### config.mk
export PLATFORM = sky130hd
export DESIGN_NAME = euros_para_centimos
export DESIGN_NICKNAME = d
export VERILOG_FILES = /design/src/rtl/euros_para_centimos.sv
export SDC_FILE = /design/constraint.sdc
export NUM_CORES = 1
export LEC_CHECK = 0
export CORE_MARGIN = 5
export CORE_UTILIZATION = 54
export CTS_CLUSTER_DIAMETER = 50
export DETAILED_ROUTE_END_ITERATION = 12
export PLACE_DENSITY = 0.79
export REMOVE_ABC_BUFFERS = 1
export SYNTH_ARGS = -nofsm -noshare
export SYNTH_HDL_FRONTEND = slang
export SYNTH_SLANG_ARGS = --single-unit
### constraint.sdc
create_clock -name i_clk -period 5.11 [get_ports i_clk]
set_input_delay 0.7665 -clock i_clk [delete_from_list [all_inputs] [get_ports i_clk]]
set_output_delay 0.7665 -clock i_clk [all_outputs]
set_load 0.005 [all_outputs]
### src/rtl/euros_para_centimos.sv
// euros_para_centimos
//   Sequential BCD-to-binary price converter. It takes four BCD digits (EE.CC
//   euros) and returns the price in centimos as a W-bit binary value. One digit
//   is folded in per clock as acc = acc*10 + digit, most significant digit
//   first, under a start/busy/done handshake.
//
// Ports
//   i_clk         clock, all logic on the rising edge
//   i_rst         synchronous active-high reset
//   i_start       conversion request, only sampled while idle
//   i_eur_tens    BCD euros tens digit
//   i_eur_units   BCD euros units digit
//   i_cent_tens   BCD centimos tens digit
//   i_cent_units  BCD centimos units digit
//   o_centimos    binary result, held until the next completed conversion
//   o_busy        conversion in progress
//   o_done        one-cycle pulse when o_centimos/o_ovf/o_err are updated
//   o_ovf         last result did not fit in W bits and was saturated
//   o_err         last request contained a digit greater than 9
//
// state  | meaning
// S_IDLE | waiting for start; invalid requests are answered from here
// S_CONV | folding in one latched digit per cycle, r_idx selects the digit

module euros_para_centimos #(
  parameter int W = 10
) (
  input  logic         i_clk,
  input  logic         i_rst,
  input  logic         i_start,
  input  logic [3:0]   i_eur_tens,
  input  logic [3:0]   i_eur_units,
  input  logic [3:0]   i_cent_tens,
  input  logic [3:0]   i_cent_units,
  output logic [W-1:0] o_centimos,
  output logic         o_busy,
  output logic         o_done,
  output logic         o_ovf,
  output logic         o_err
);

  typedef enum logic {
    S_IDLE,
    S_CONV
  } state_t;

  // Largest representable result, held at accumulator width so the final
  // compare is done before any truncation.
  localparam logic [13:0] MAX_VAL = 14'((1 << W) - 1);

  state_t          r_state;
  logic [13:0]     r_acc;
  logic [1:0]      r_idx;
  logic [3:0][3:0] r_dig;  // index 0 is the most significant digit

  logic [3:0]  w_dig;
  logic [13:0] w_acc_next;
  logic        w_bad;

  assign w_dig = r_dig[r_idx];

  // acc*10 as two shifts and an add; 9999 fits in 14 bits so nothing wraps.
  assign w_acc_next = (r_acc << 3) + (r_acc << 1) + {10'd0, w_dig};

  assign w_bad = (i_eur_tens > 4'd9) || (i_eur_units > 4'd9) ||
                 (i_cent_tens > 4'd9) || (i_cent_units > 4'd9);

  always_ff @(posedge i_clk) begin
    if (i_rst) begin
      r_state    <= S_IDLE;
      r_acc      <= '0;
      r_idx      <= '0;
      r_dig      <= '0;
      o_centimos <= '0;
      o_busy     <= 1'b0;
      o_done     <= 1'b0;
      o_ovf      <= 1'b0;
      o_err      <= 1'b0;
    end else begin
      case (r_state)
        S_IDLE: begin
          o_done <= 1'b0;
          if (i_start) begin
            r_dig[0] <= i_eur_tens;
            r_dig[1] <= i_eur_units;
            r_dig[2] <= i_cent_tens;
            r_dig[3] <= i_cent_units;
            if (w_bad) begin
              o_centimos <= '0;
              o_err      <= 1'b1;
              o_ovf      <= 1'b0;
              o_done     <= 1'b1;
            end else begin
              r_acc   <= '0;
              r_idx   <= '0;
              o_busy  <= 1'b1;
              r_state <= S_CONV;
            end
          end
        end

        S_CONV: begin
          o_done <= 1'b0;
          r_acc  <= w_acc_next;
          r_idx  <= r_idx + 2'd1;
          if (r_idx == 2'd3) begin
            if (w_acc_next > MAX_VAL) begin
              o_centimos <= '1;
              o_ovf      <= 1'b1;
            end else begin
              o_centimos <= w_acc_next[W-1:0];
              o_ovf      <= 1'b0;
            end
            o_err   <= 1'b0;
            o_done  <= 1'b1;
            o_busy  <= 1'b0;
            r_state <= S_IDLE;
          end
        end

        default: begin
          r_state <= S_IDLE;
          o_busy  <= 1'b0;
          o_done  <= 1'b0;
        end
      endcase
    end
  end

endmodule

; ---- After elaboration in Yosys (flattened, before gate mapping)
; Cells that the tools add are included.
[word_totals]
ramBits = 0
romBits = 0
word_cells = 67
latch_bits = 0
register_bits = 46
inputBits = 19
mem_count = 0
output_inout_bits = 14
[classes]
magnitude_cmp = 6
n_bitwise = 1
div = 0
n_mul = 0
n_shift = 0
muxes = 33
addsub = 3
eq_ne = 5
n_reduce_logical = 7
[ops]
columns = op, count
row1 = 10-bit 2-to-1 mux, 4
row2 = 13-bit 2-to-1 mux, 2
row3 = 13-bit case mux with 2 select lines, 1
row4 = 10-bit case mux with 2 select lines, 1
row5 = "4-bit > comparator, second input constant", 4
row6 = 1-bit 2-to-1 mux, 15
row7 = 14-bit adder, 1
row8 = 14-bit by 4-bit adder with 14-bit output, 1
row9 = "14-bit by 10-bit > comparator with 1-bit output, second input constant", 1
row10 = 1-bit case mux with 2 select lines, 5
row11 = 4-bit binary-select mux with 2-bit select, 1
row12 = "2-bit != test, second input constant", 3
row13 = 3-bit AND reduction, 2
row14 = 2-bit 2-to-1 mux, 2
row15 = 4-bit 2-to-1 mux, 1
row16 = 2-bit case mux with 2 select lines, 1
row17 = 2-bit AND reduction, 2
row18 = 1-bit logical OR, 3
row19 = "2-bit by 3-bit < comparator with 1-bit output, second input constant", 1
row20 = "2-bit by 1-bit adder with 2-bit output, second input constant", 1
row21 = "2-bit == test, second input constant", 1
row22 = "2-bit by 1-bit != test with 1-bit output, second input constant", 1
row23 = 1-bit NOT, 1

; ---- Logic depth before layout (Yosys ltp)
; Gate-level depths: netlist of run 1.
[depth]
word_depth = 7
ltp_mapped = 13

; ---- Worst setup path after synthesis of run 1
; Ideal clock, no wire load.
[synth_timing]
path_kind = register -> register
start = reg r_idx[0]
end = reg o_centimos[2]
path_slack_ps = 1444
arrival_time_ps = 3536
stages_incl_launch_ff = 13
synth_period_minus_slack_ps = 3666
required_ps = 4980
n_path_buf = 2
cell_sequence = dfxtp_1 > clkbuf_1 > mux4_2 > fa_1 > fa_1 > a21o_1 > a221oi_2 > a21oi_1 > o22ai_1 > nor2_1 > o41ai_2 > buf_4 > o21ai_0
[synth_between]
elab_chain_len = 7
word_cells_on_any_way = 10
classes_between = add/sub (1) / order compare (1) / eq/ne (2) / mux (5) / reduce/logical (1)
[synth_rtl]
columns = item, line_no
row1 = from (decl), 53  ; logic [1:0] r_idx;
row2 = from (signal assigned), 105  ; r_idx <= r_idx + 2'd1;
row3 = 4-bit binary-select mux with 2-bit select, 60  ; assign w_dig = r_dig[r_idx];
row4 = 4-bit 2-to-1 mux (not written as such), 60
row5 = 14-bit by 4-bit adder with 14-bit output, 63  ; assign w_acc_next = (r_acc << 3) + (r_acc << 1) + {10'd0, w_dig};
row6 = 14-bit by 10-bit > comparator with 1-bit output, 107  ; if (w_acc_next > MAX_VAL) begin
row7 = 10-bit 2-to-1 mux, 107
row8 = 10-bit 2-to-1 mux, 106  ; if (r_idx == 2'd3) begin
row9 = 10-bit case mux with 2 select lines, 80  ; case (r_state)
row10 = to (signal assigned), 111  ; o_centimos <= w_acc_next[W-1:0];
row11 = to (decl), 35  ; output logic [W-1:0] o_centimos,
; Parallel ways exist; a longest one is shown, timed or not. The select of a mux whose other input is x is not followed.
; A chain may end at the register's enable or synchronous reset.

; ---- Worst setup path in the final report of run 1
[layout_timing]
start = reg r_idx[0]
end = reg o_centimos[5]
; Same word-level chain as after synthesis.

==> results of run 1 <==
-- layer usage --
metal / vias to the layer above / track usage
li1: 1031 / -
met1: 939 / 0.2343
met2: 45 / 0.3022
met3: 9 / 0.04215
met4: 0 / 0.06119
met5: - / 0
-- area by class of cell --
type | count | share of cell area
inverters | 2 | 0.002655
flip-flops and latches | 46 | 0.3257
well taps | 52 | 0.02301
clock buffers | 7 | 0.03053
multi-input cells | 211 | 0.4951
repair buffers | 35 | 0.1212
clock inverters | 1 | 0.001770
-- power by group --
part	leakage, uW	switching, uW	internal, uW
Clock	0.0000482	119	109
Sequential	0.000374	9.13	369
Combinational	0.000814	32.7	32.4
Total	0.00124	161	510
-- cell usage after synthesis (all sizes together) --
cell,instances,area share
a211oi,1,0.0031
a21o,4,0.013
a21oi,37,0.077
a221oi,1,0.0062
a22oi,11,0.034
a31oi,4,0.010
and2,2,0.0052
and2b,1,0.0031
and3,7,0.018
buf,3,0.0099
clkbuf,15,0.023
dfxtp,46,0.38
fa,2,0.017
ha,23,0.12
inv,2,0.0031
mux2,1,0.0047
mux2i,2,0.0083
mux4,4,0.037
nand2,47,0.073
nand2b,1,0.0026
nand3,2,0.0042
nand4,3,0.0078
nand4b,1,0.0036
nor2,22,0.034
nor2b,3,0.0078
nor3,1,0.0021
nor3b,1,0.0031
o21ai,15,0.031
o22ai,2,0.0052
o41ai,1,0.0068
or3,1,0.0026
or3b,1,0.0036
xnor2,8,0.029
xor2,2,0.0073
-- flip-flops by register name (all words and copies together), names as in the netlist --
| signal | cells |
|---|---|
| r_dig | 16 |
| r_acc | 13 |
| o_centimos | 10 |
| r_idx | 2 |
| o_busy | 1 |
| o_done | 1 |
| o_err | 1 |
| o_ovf | 1 |
| r_state | 1 |
-- worst min-delay path, cell delays in order (launching register included) --
cell                      delay, ps
sky130_fd_sc_hd__dfxtp_1        320
sky130_fd_sc_hd__nand2_1         50
sky130_fd_sc_hd__nand2_1         40
-- per-stage QoR --
step	hold WS [ps]	total power [uW]	util	instances	area [um2]
finish	449.9	670.9	0.6494	354	2828
global route	475.6	708.5	0.6494	354	2828
CTS	451.5	679.7	0.6494	354	2828
detailed placement	438.3	451.8	0.6284	346	2736
global placement	437.8	450.6	0.6284	346	2736
floorplan	427.1	415.1	-	259	2328
-- worst max path at each step --
stage	from	to	slack, ps	cells past startpoint
floorplan	r_idx[0]$_SDFFE_PP0P_	o_centimos[0]$_SDFFE_PP0P_	1400	10
global placement	r_idx[0]$_SDFFE_PP0P_	o_centimos[7]$_SDFFE_PP0P_	1060	10
detailed placement	r_idx[0]$_SDFFE_PP0P_	o_centimos[7]$_SDFFE_PP0P_	970	10
CTS	r_idx[0]$_SDFFE_PP0P_	o_centimos[5]$_SDFFE_PP0P_	950	10
global route	r_idx[0]$_SDFFE_PP0P_	o_centimos[0]$_SDFFE_PP0P_	690	10
finish	r_idx[0]$_SDFFE_PP0P_	o_centimos[5]$_SDFFE_PP0P_	980	10
-- kinds of logic (layout without fill, tap and decap cells) --
family,Yosys count,in the layout,synth area share
xor+xnor,10,10,0.03637
buf+inv,20,45,0.03636
simple gates,93,93,0.1714
flops,46,46,0.3823
fa+ha+maj,25,25,0.1361
compound gates,76,76,0.1870
mux,7,7,0.05039
==> flow_summary.json, run 1 <==
{
  "path_common_cell": "sky130_fd_sc_hd__fa_1",
  "route.met2.wl_um": 2425,
  "clock-skew-final_ps": 8.654,
  "critical_path.endpoint_type": "flop",
  "whs_path_depth": 2,
  "clkLatencyLatePin_ps": 300,
  "drv.max_cap_violation_count": 0,
  "power_per_cell_area_nw_per_um2": 237.3,
  "drt_pre_antenna_iters": 4,
  "routed_wire_length_per_instance_um": 14.36,
  "worstHoldEndpoint": "o_ovf$_SDFFE_PP0P_",
  "rr_endpoint": "o_centimos[5]$_SDFFE_PP0P_",
  "setup_viol": 0,
  "tightestPinTransition_ps": 879.0,
  "worst_setup_hold_path_clk_slew_ps": 80,
  "final.setup.worst_slack_ps": 975.4,
  "synthToLayoutAreaGrowth_pct": 17.40,
  "totalWireLength_um": 5082,
  "layout.cells.most_common_list": "sky130_fd_sc_hd__nand2_1, sky130_fd_sc_hd__dfxtp_1, sky130_fd_sc_hd__a21oi_1",
  "cts_root_buf": "sky130_fd_sc_hd__clkbuf_8",
  "sink_count_of_the_clock_tree": 46,
  "port_buffers": 32,
  "global_route_wire_length_before_repair_um": 8942,
  "ioPinCount": 33,
  "wl_met3_um": 271,
  "wirelength_met1_um": 2308,
  "grt_pass1_vias": 1946,
  "groute.usage.overall": 0.1831,
  "design.core.area_um2": 4354,
  "final_layout_size_suffix_gt1_frac": 0.06291,
  "status": "finished, final reports clean",
  "cts_hold_repair.buffers": 0,
  "drt-initial-drc-count": 84,
  "critical_path.cell_chain": "mux4_2 -> fa_1 -> fa_1 -> a21o_1 -> a221oi_2 -> a21oi_1 -> o22ai_1 -> nor2_1 -> o41ai_2 -> o21ai_0",
  "crit_type": "flop to flop",
  "via_total_after_detailed_routing": 2024,
  "synth_seq_cells": 46,
  "postSynthCellCount": 277,
  "cts_tree": "yes",
  "die_height_um": 76.79,
  "worstPathArrival_ps": 4270,
  "yosysWarningCount": 0,
  "initial_antenna_violation_count": 0,
  "slew_violations": 0,
  "critPathTopFamily": "compound AO/OA/AOI/OAI gates",
  "dieArea_um2": 5896,
  "num_rows": 24,
  "grt_max_degree": 48,
  "max_clock_freq_mhz": 241.9,
  "cellLeakagePower_uw": 0.001237,
  "n_antenna_cell": 0,
  "cp.buffers_inverters": 0,
  "crit-reg2reg-launch": "r_idx[0]$_SDFFE_PP0P_",
  "area_of_combinational_cells_with_multiple_inputs_um2": 1400,
  "crit_fanout": 11,
  "h_tree_depth_reported_by_cts": 2,
  "gp_congestion": 0.8997,
  "timing.reg2reg.setup_slack_ps": 980,
  "grt_setup_unrepaired": "false",
  "ant_nets": 0,
  "max-clock-path-buffers": 2,
  "crit_path_top_delay_cell": "sky130_fd_sc_hd__o41ai_2",
  "top_layer": "met4",
  "worst_voltage_drop_across_the_vdd_grid_v": 0.0001648,
  "fill_cells": 370,
  "hold_start": "o_ovf$_SDFFE_PP0P_",
  "worst_path_largest_cell_delay_ps": 750,
  "hpwlAfterDp_um": 3723,
  "final_net_count": 345,
  "max-slew-margin-rel": 0.4132,
  "synth.lib_cells_used.distinct": 37,
  "crit_required_ps": 5250,
  "total_negative_setup_slack_ps": 0,
  "post_cts_resized": 0,
  "final_common_cell": "sky130_fd_sc_hd__nand2_1",
  "avgSynthCellArea_um2": 8.695,
  "initial_core_util": 0.5532,
  "period_share": 0.8091,
  "reg2reg_depth": 10,
  "worstHoldPathType": "flop to flop",
  "cts-buffers-inserted": 5,
  "syn_area_um2": 2409,
  "dieWidth_um": 76.79,
  "remaining_drc_errors": 0,
  "timing_hold_violations_final": 0,
  "fin_crit_ps": 4135,
  "post-cts-setup-buffers": 0,
  "dp_slack_ps": 972.8,
  "sum_of_overflow_across_all_layers_after_global_routing": 0,
  "seq_area_um2": 920.9,
  "post_drt_via_cell_ratio": 5.718,
  "ys_seq_area_frac": 0.3823,
  "crit_path_start_kind": "flop"
}
Power figures use the tool's default switching activity.
==> run 2: changes to the inputs <==
- CORE_UTILIZATION: 54 -> 49
- PLACE_DENSITY: 0.79 -> 0.75
- clock period: 5.11 -> 3.7 ns (I/O delays scaled with it)
==> run 2 against run 1 <==
Compared with the run above: via count is 1.5% higher; largest cell class unchanged; fmax increased by 18%; clock power is 46% higher; critical path type unchanged.
==> flow_summary.json, run 2 (same netlist as run 1, synthesis figures left out) <==
{
  "synthToLayoutAreaGrowth_pct": 20.52,
  "internal_power_uw": 696.9,
  "crit_fanout": 6,
  "crit-reg2reg-launch": "r_idx[0]$_SDFFE_PP0P_",
  "drv.max_cap_violation_count": 0,
  "share_seq_of_total_power": 0.547,
  "slew_violations": 0,
  "seq_area_um2": 922.1,
  "tightestPinTransition_ps": 577.0,
  "gp_congestion": 0.8168,
  "timing.reg2reg.setup_slack_ps": 210,
  "cts_root_buf": "sky130_fd_sc_hd__clkbuf_8",
  "net-switching-power_uw": 249.2,
  "layout.cells.most_common_list": "sky130_fd_sc_hd__nand2_1, sky130_fd_sc_hd__dfxtp_1, sky130_fd_sc_hd__a21oi_1",
  "design_area_um2": 2903,
  "stdcell_count": 374,
  "design.core.area_um2": 4755,
  "switching_share": 0.2634,
  "final_layout_size_suffix_gt1_frac": 0.08469,
  "crit_required_ps": 3870,
  "power_per_cell_area_nw_per_um2": 325.9,
  "drt-initial-drc-count": 101,
  "worstPathArrival_ps": 3670,
  "ant_nets": 0,
  "ioPinCount": 33,
  "sink_count_of_the_clock_tree": 46,
  "worst_setup_hold_path_clk_slew_ps": 90,
  "worst_voltage_drop_across_the_vdd_grid_v": 0.0002624,
  "setup_viol": 0,
  "routed_wire_length_per_instance_um": 14.34,
  "global_route_wire_length_before_repair_um": 9390,
  "crit_type": "flop to flop",
  "cts_hold_repair.buffers": 0,
  "port_buffers": 32,
  "groute.usage.overall": 0.1824,
  "final_common_cell": "sky130_fd_sc_hd__nand2_1",
  "post_drt_via_cell_ratio": 5.492,
  "power.total_uw": 946.1,
  "sum_of_overflow_across_all_layers_after_global_routing": 0,
  "clock-skew-final_ps": 11.08,
  "reg2reg_depth": 11,
  "detailed_place.area_um2": 2793,
  "fill_cells": 472,
  "hpwlAfterDp_um": 3931,
  "via_total_after_detailed_routing": 2054,
  "max-slew-margin-rel": 0.6153,
  "num_rows": 25,
  "max_clock_freq_mhz": 286.2,
  "largest_register_ffs": 16,
  "post-cts-setup-buffers": 0,
  "place_inst": 366,
  "remaining_drc_errors": 0,
  "largest_registers": "r_dig (16), r_acc (13), o_centimos (10)",
  "timing_hold_violations_final": 0,
  "cp-startpoint": "r_idx[0]$_SDFFE_PP0P_",
  "n_antenna_cell": 0,
  "cts-buffers-inserted": 5,
  "dieWidth_um": 80.11,
  "fin_crit_ps": 3494,
  "status": "finished, final reports clean",
  "crit_path_start_kind": "flop",
  "dieArea_um2": 6418,
  "power.combinational.fraction": 0.102,
  "period_share": 0.9443,
  "critical_path.endpoint_type": "flop",
  "final.setup.worst_slack_ps": 205.9,
  "power.share.clock": 0.351,
  "rr_endpoint": "o_centimos[5]$_SDFFE_PP0P_",
  "worstHoldPathType": "flop to flop",
  "grt_setup_unrepaired": "false",
  "drt_pre_antenna_iters": 4,
  "initial_antenna_violation_count": 0,
  "dp_slack_ps": 121.0,
  "hold_start": "r_dig[1]$_SDFFE_PP0P_",
  "max-clock-path-buffers": 2,
  "cellLeakagePower_uw": 0.001262,
  "final_net_count": 350,
  "initial_core_util": 0.5066,
  "area_of_combinational_cells_with_multiple_inputs_um2": 1411,
  "whs_path_depth": 2,
  "hold_ws_ps": 458.3,
  "cts_tree": "yes",
  "clkLatencyLatePin_ps": 310,
  "grt_pass1_vias": 2018,
  "h_tree_depth_reported_by_cts": 2,
  "largest-register": "r_dig",
  "totalWireLength_um": 5364,
  "worstHoldEndpoint": "r_dig[1]$_SDFFE_PP0P_",
  "grt_max_degree": 48,
  "die_height_um": 80.11
}
==> run 2: cell count changes in the layout (fill, tap and decap cells not counted), sizes merged <==
cell,delta
buf,+5
inv,+2
clkbuf,-2
==> run 2: worst max path at each step <==
stage                                             to  slack (ps)  cells past startpoint
after floorplan           o_centimos[0]$_SDFFE_PP0P_         -10                     10
after global placement    o_centimos[4]$_SDFFE_PP0P_         200                     11
after detailed placement  o_centimos[5]$_SDFFE_PP0P_         120                     11
after CTS                 o_centimos[1]$_SDFFE_PP0P_          90                     11
after global routing      o_centimos[4]$_SDFFE_PP0P_           8                     11
final                     o_centimos[5]$_SDFFE_PP0P_         210                     11
==> run 2: final cells by class <==
type | instances | share of cell area
Clock buffer | 5 | 0.02371
Timing Repair Buffer | 40 | 0.1310
Clock inverter | 3 | 0.009914
Inverter | 2 | 0.002586
Multi-Input combinational cell | 211 | 0.4862
Tap cell | 67 | 0.02888
Sequential cell | 46 | 0.3177
==> run 2: layer usage <==
layer  GRT usage  part of all wire
met1      0.2362              0.46
met2      0.3113              0.47
met3     0.02691             0.054
met4     0.05743             0.012
met5           0                 0
==> run 2: power groups by stage <==
stage / Sequential (uW) / Combinational, uW / Clock (uW)
floorplan: 530 / 43.6 / 0
finish: 518 / 96.3 / 332
global route: 520 / 108 / 359
CTS: 518 / 96.9 / 343
global placement: 529 / 95.7 / 0
detailed placement: 529 / 96.6 / 0
==> run 2: worst max-delay path: stages, from the launching register on <==
cell                       delay, ps
sky130_fd_sc_hd__dfxtp_2         370
sky130_fd_sc_hd__mux4_2          510
sky130_fd_sc_hd__fa_1            500
sky130_fd_sc_hd__fa_1            480
sky130_fd_sc_hd__a21o_1          240
sky130_fd_sc_hd__a221oi_4        270
sky130_fd_sc_hd__a21oi_1         100
sky130_fd_sc_hd__nor2_1          140
sky130_fd_sc_hd__xnor2_1         120
sky130_fd_sc_hd__o41ai_2         340
sky130_fd_sc_hd__buf_4           210
sky130_fd_sc_hd__o21ai_0          90
==> run 2: metrics by stage <==
step	TNS [ps]	util
floorplan	-125.3	-
global placement	0	0.5874
detailed placement	0	0.5874
CTS	0	0.6079
global route	0	0.6105
finish	0	0.6105
==> run 2: what timing repair did <==
| action | CTS | global route |
|---|---|---|
| gates resized for setup | 0 | 2 |
| endpoints found under the setup margin | 0 | 11 |
| hold endpoints to repair | 0 | 0 |
==> run 3: changes to the inputs <==
- CORE_MARGIN: 5 -> 2
- clock period: 3.7 -> 3 ns (I/O delays scaled with it)
==> run 3 against run 2 <==
Compared with the run above: the flow now finishes with violations (negative setup slack); non-clock buffer count increased by 16; clock skew decreased by 1.4 ps; sequential power increased by 23%; routed wire length increased by 2.0%; count of clock-buffer cells in the layout increased by 2; global-route usage increased by 3.0 points; core utilization increased by 3.9 points; power increased by 29%; critical endpoint is now o_centimos[2]$_SDFFE_PP0P_.
==> flow_summary.json, run 3 (same netlist as run 1, synthesis figures left out) <==
{
  "hpwlAfterDp_um": 3860,
  "internal_power_uw": 936.8,
  "place_inst": 378,
  "worstHoldPathType": "flop to flop",
  "h_tree_depth_reported_by_cts": 2,
  "grt_max_degree": 28,
  "final_common_cell": "sky130_fd_sc_hd__nand2_1",
  "cts_root_buf": "sky130_fd_sc_hd__clkbuf_8",
  "violations": "negative setup slack",
  "timing_hold_violations_final": 0,
  "worstPathArrival_ps": 3570,
  "clkLatencyLatePin_ps": 300,
  "worst_setup_hold_path_clk_slew_ps": 80,
  "cp-startpoint": "r_idx[0]$_SDFFE_PP0P_",
  "drv.max_cap_violation_count": 0,
  "die_height_um": 74.11,
  "sink_count_of_the_clock_tree": 46,
  "fill_cells": 407,
  "power.total_uw": 1217,
  "period_share": 1.130,
  "cts-buffers-inserted": 5,
  "tightestPinTransition_ps": 585.0,
  "sum_of_overflow_across_all_layers_after_global_routing": 0,
  "share_seq_of_total_power": 0.524,
  "stdcell_count": 390,
  "remaining_drc_errors": 0,
  "dp_slack_ps": -576.4,
  "dieWidth_um": 74.11,
  "slew_violations": 0,
  "totalWireLength_um": 5470,
  "initial_core_util": 0.5099,
  "largest-register": "r_dig",
  "largest_registers": "r_dig (16), r_acc (13), o_centimos (10)",
  "switching_share": 0.2301,
  "drt-initial-drc-count": 220,
  "critPathTopFamily": "compound AO/OA/AOI/OAI gates",
  "max-slew-margin-rel": 0.6100,
  "area_of_combinational_cells_with_multiple_inputs_um2": 1439,
  "fin_crit_ps": 3390,
  "ioPinCount": 33,
  "final.setup.worst_slack_ps": -389.5,
  "grt_setup_unrepaired": "true",
  "max_clock_freq_mhz": 295.0,
  "path_common_cell": "sky130_fd_sc_hd__buf_4",
  "seq_area_um2": 924.6,
  "design.core.area_um2": 4723,
  "n_antenna_cell": 0,
  "setup_viol": 13,
  "cts_tree": "yes",
  "worst_voltage_drop_across_the_vdd_grid_v": 0.0002966,
  "clock-skew-final_ps": 9.646,
  "worst_path_largest_cell_delay_ps": 500,
  "dieArea_um2": 5492,
  "grt_pass1_vias": 1906,
  "status": "complete, but fails checks",
  "crit_path_top_delay_cell": "sky130_fd_sc_hd__mux4_2",
  "hold_start": "o_ovf$_SDFFE_PP0P_",
  "groute.usage.overall": 0.2124,
  "critical_path.endpoint_type": "flop",
  "num_rows": 25,
  "post_drt_via_cell_ratio": 5.451,
  "critical_path.cell_chain": "mux4_2 -> ha_1 -> ha_2 -> fa_2 -> a21o_1 -> a221oi_2 -> buf_4 -> a21oi_2 -> o22ai_1 -> nor2_1 -> o41ai_2 -> buf_4 -> o21ai_1",
  "cellLeakagePower_uw": 0.001364,
  "crit_required_ps": 3180,
  "power_per_cell_area_nw_per_um2": 396.4,
  "ant_nets": 0,
  "port_buffers": 32,
  "crit_path_start_kind": "flop",
  "layout.cells.most_common_list": "sky130_fd_sc_hd__nand2_1, sky130_fd_sc_hd__dfxtp_1, sky130_fd_sc_hd__a21oi_1",
  "max-clock-path-buffers": 2,
  "power.combinational.fraction": 0.102,
  "power.share.clock": 0.374,
  "timing.reg2reg.setup_slack_ps": -390,
  "final_layout_size_suffix_gt1_frac": 0.1548,
  "gp_congestion": 0.9044,
  "cp.buffers_inverters": 2,
  "routed_wire_length_per_instance_um": 14.03,
  "largest_register_ffs": 16,
  "crit_fanout": 6,
  "crit_type": "flop to flop",
  "net-switching-power_uw": 279.9,
  "drt_pre_antenna_iters": 4,
  "via_total_after_detailed_routing": 2126,
  "global_route_wire_length_before_repair_um": 8866,
  "final_net_count": 366,
  "initial_antenna_violation_count": 0,
  "synthToLayoutAreaGrowth_pct": 27.43,
  "crit-reg2reg-launch": "r_idx[0]$_SDFFE_PP0P_"
}
[run 3: cell types whose count changed in the layout (fill, tap and decap cells not counted), moves of 2 or more]
cell                       change
sky130_fd_sc_hd__ha_1          -2
sky130_fd_sc_hd__buf_4        +14
sky130_fd_sc_hd__buf_6         +2
sky130_fd_sc_hd__clkbuf_1      +2
sky130_fd_sc_hd__o21ai_0       -9
sky130_fd_sc_hd__a21oi_1       -2
sky130_fd_sc_hd__ha_2          +2
sky130_fd_sc_hd__a21oi_2       +2
sky130_fd_sc_hd__o21ai_1       +8
[run 3: worst paths after layout]
| check | to | depth (start not counted) |
|---|---|---|
| hold reg to reg | o_ovf$_SDFFE_PP0P_ | 2 |
| setup reg to reg | o_centimos[2]$_SDFFE_PP0P_ | 13 |
| hold / removal | o_ovf$_SDFFE_PP0P_ | 2 |
| setup / recovery | o_centimos[2]$_SDFFE_PP0P_ | 13 |
[run 3: metal layers]
layer / share of wire / vias up / global-route usage / wire, um
met5: 0 / - / 0 / 0
met4: 0.016 / 0 / 0.08485 / 87
met3: 0.039 / 11 / 0.04743 / 213
met2: 0.50 / 60 / 0.3502 / 2716
met1: 0.45 / 989 / 0.2704 / 2452
li1: - / 1066 / - / -
[run 3: cell type report]
class,count,share of cell area
inverter,2,0.002446
tap,67,0.02731
timing repair buffer,56,0.1655
sequential,46,0.3013
multi-input combinational,211,0.4688
clock inverter,1,0.009784
clock buffer,7,0.02487
[run 3: tightest hold or removal path: cells and delay by family, from the launching register on]
kind	cells	cell delay [ps]
flops	1	320
simple gates	2	90
[run 3: repair_timing]
| item | in CTS | in global routing |
|---|---|---|
| endpoints found under the setup margin | 15 | 15 |
| hold buffers | 0 | 0 |
| buffers inserted | 4 | 2 |
| pin swaps | 7 | 8 |
| gates resized for setup | 18 | 5 |
[run 3: through the flow]
step,utilization,setup TNS [ps],area (um2),hold slack [ps]
6_report,0.6498,-4391,3069,445.2
5_1_grt,0.6498,-6660,3069,475.7
4_1_cts,0.6424,-3826,3034,450.0
3_5_place_dp,0.6103,-6308,2883,435.8
3_3_place_gp,0.6103,-5255,2883,434.4
2_1_floorplan,-,-7967,2328,427.1
[run 3: power by group through the flow]
stage | combinational, uW | clock [uW] | sequential [uW]
final | 124 | 455 | 638
after floorplan | 53.7 | 0 | 653
after global placement | 121 | 0 | 652
after detailed placement | 123 | 0 | 653
after global routing | 138 | 487 | 640
after CTS | 124 | 466 | 638
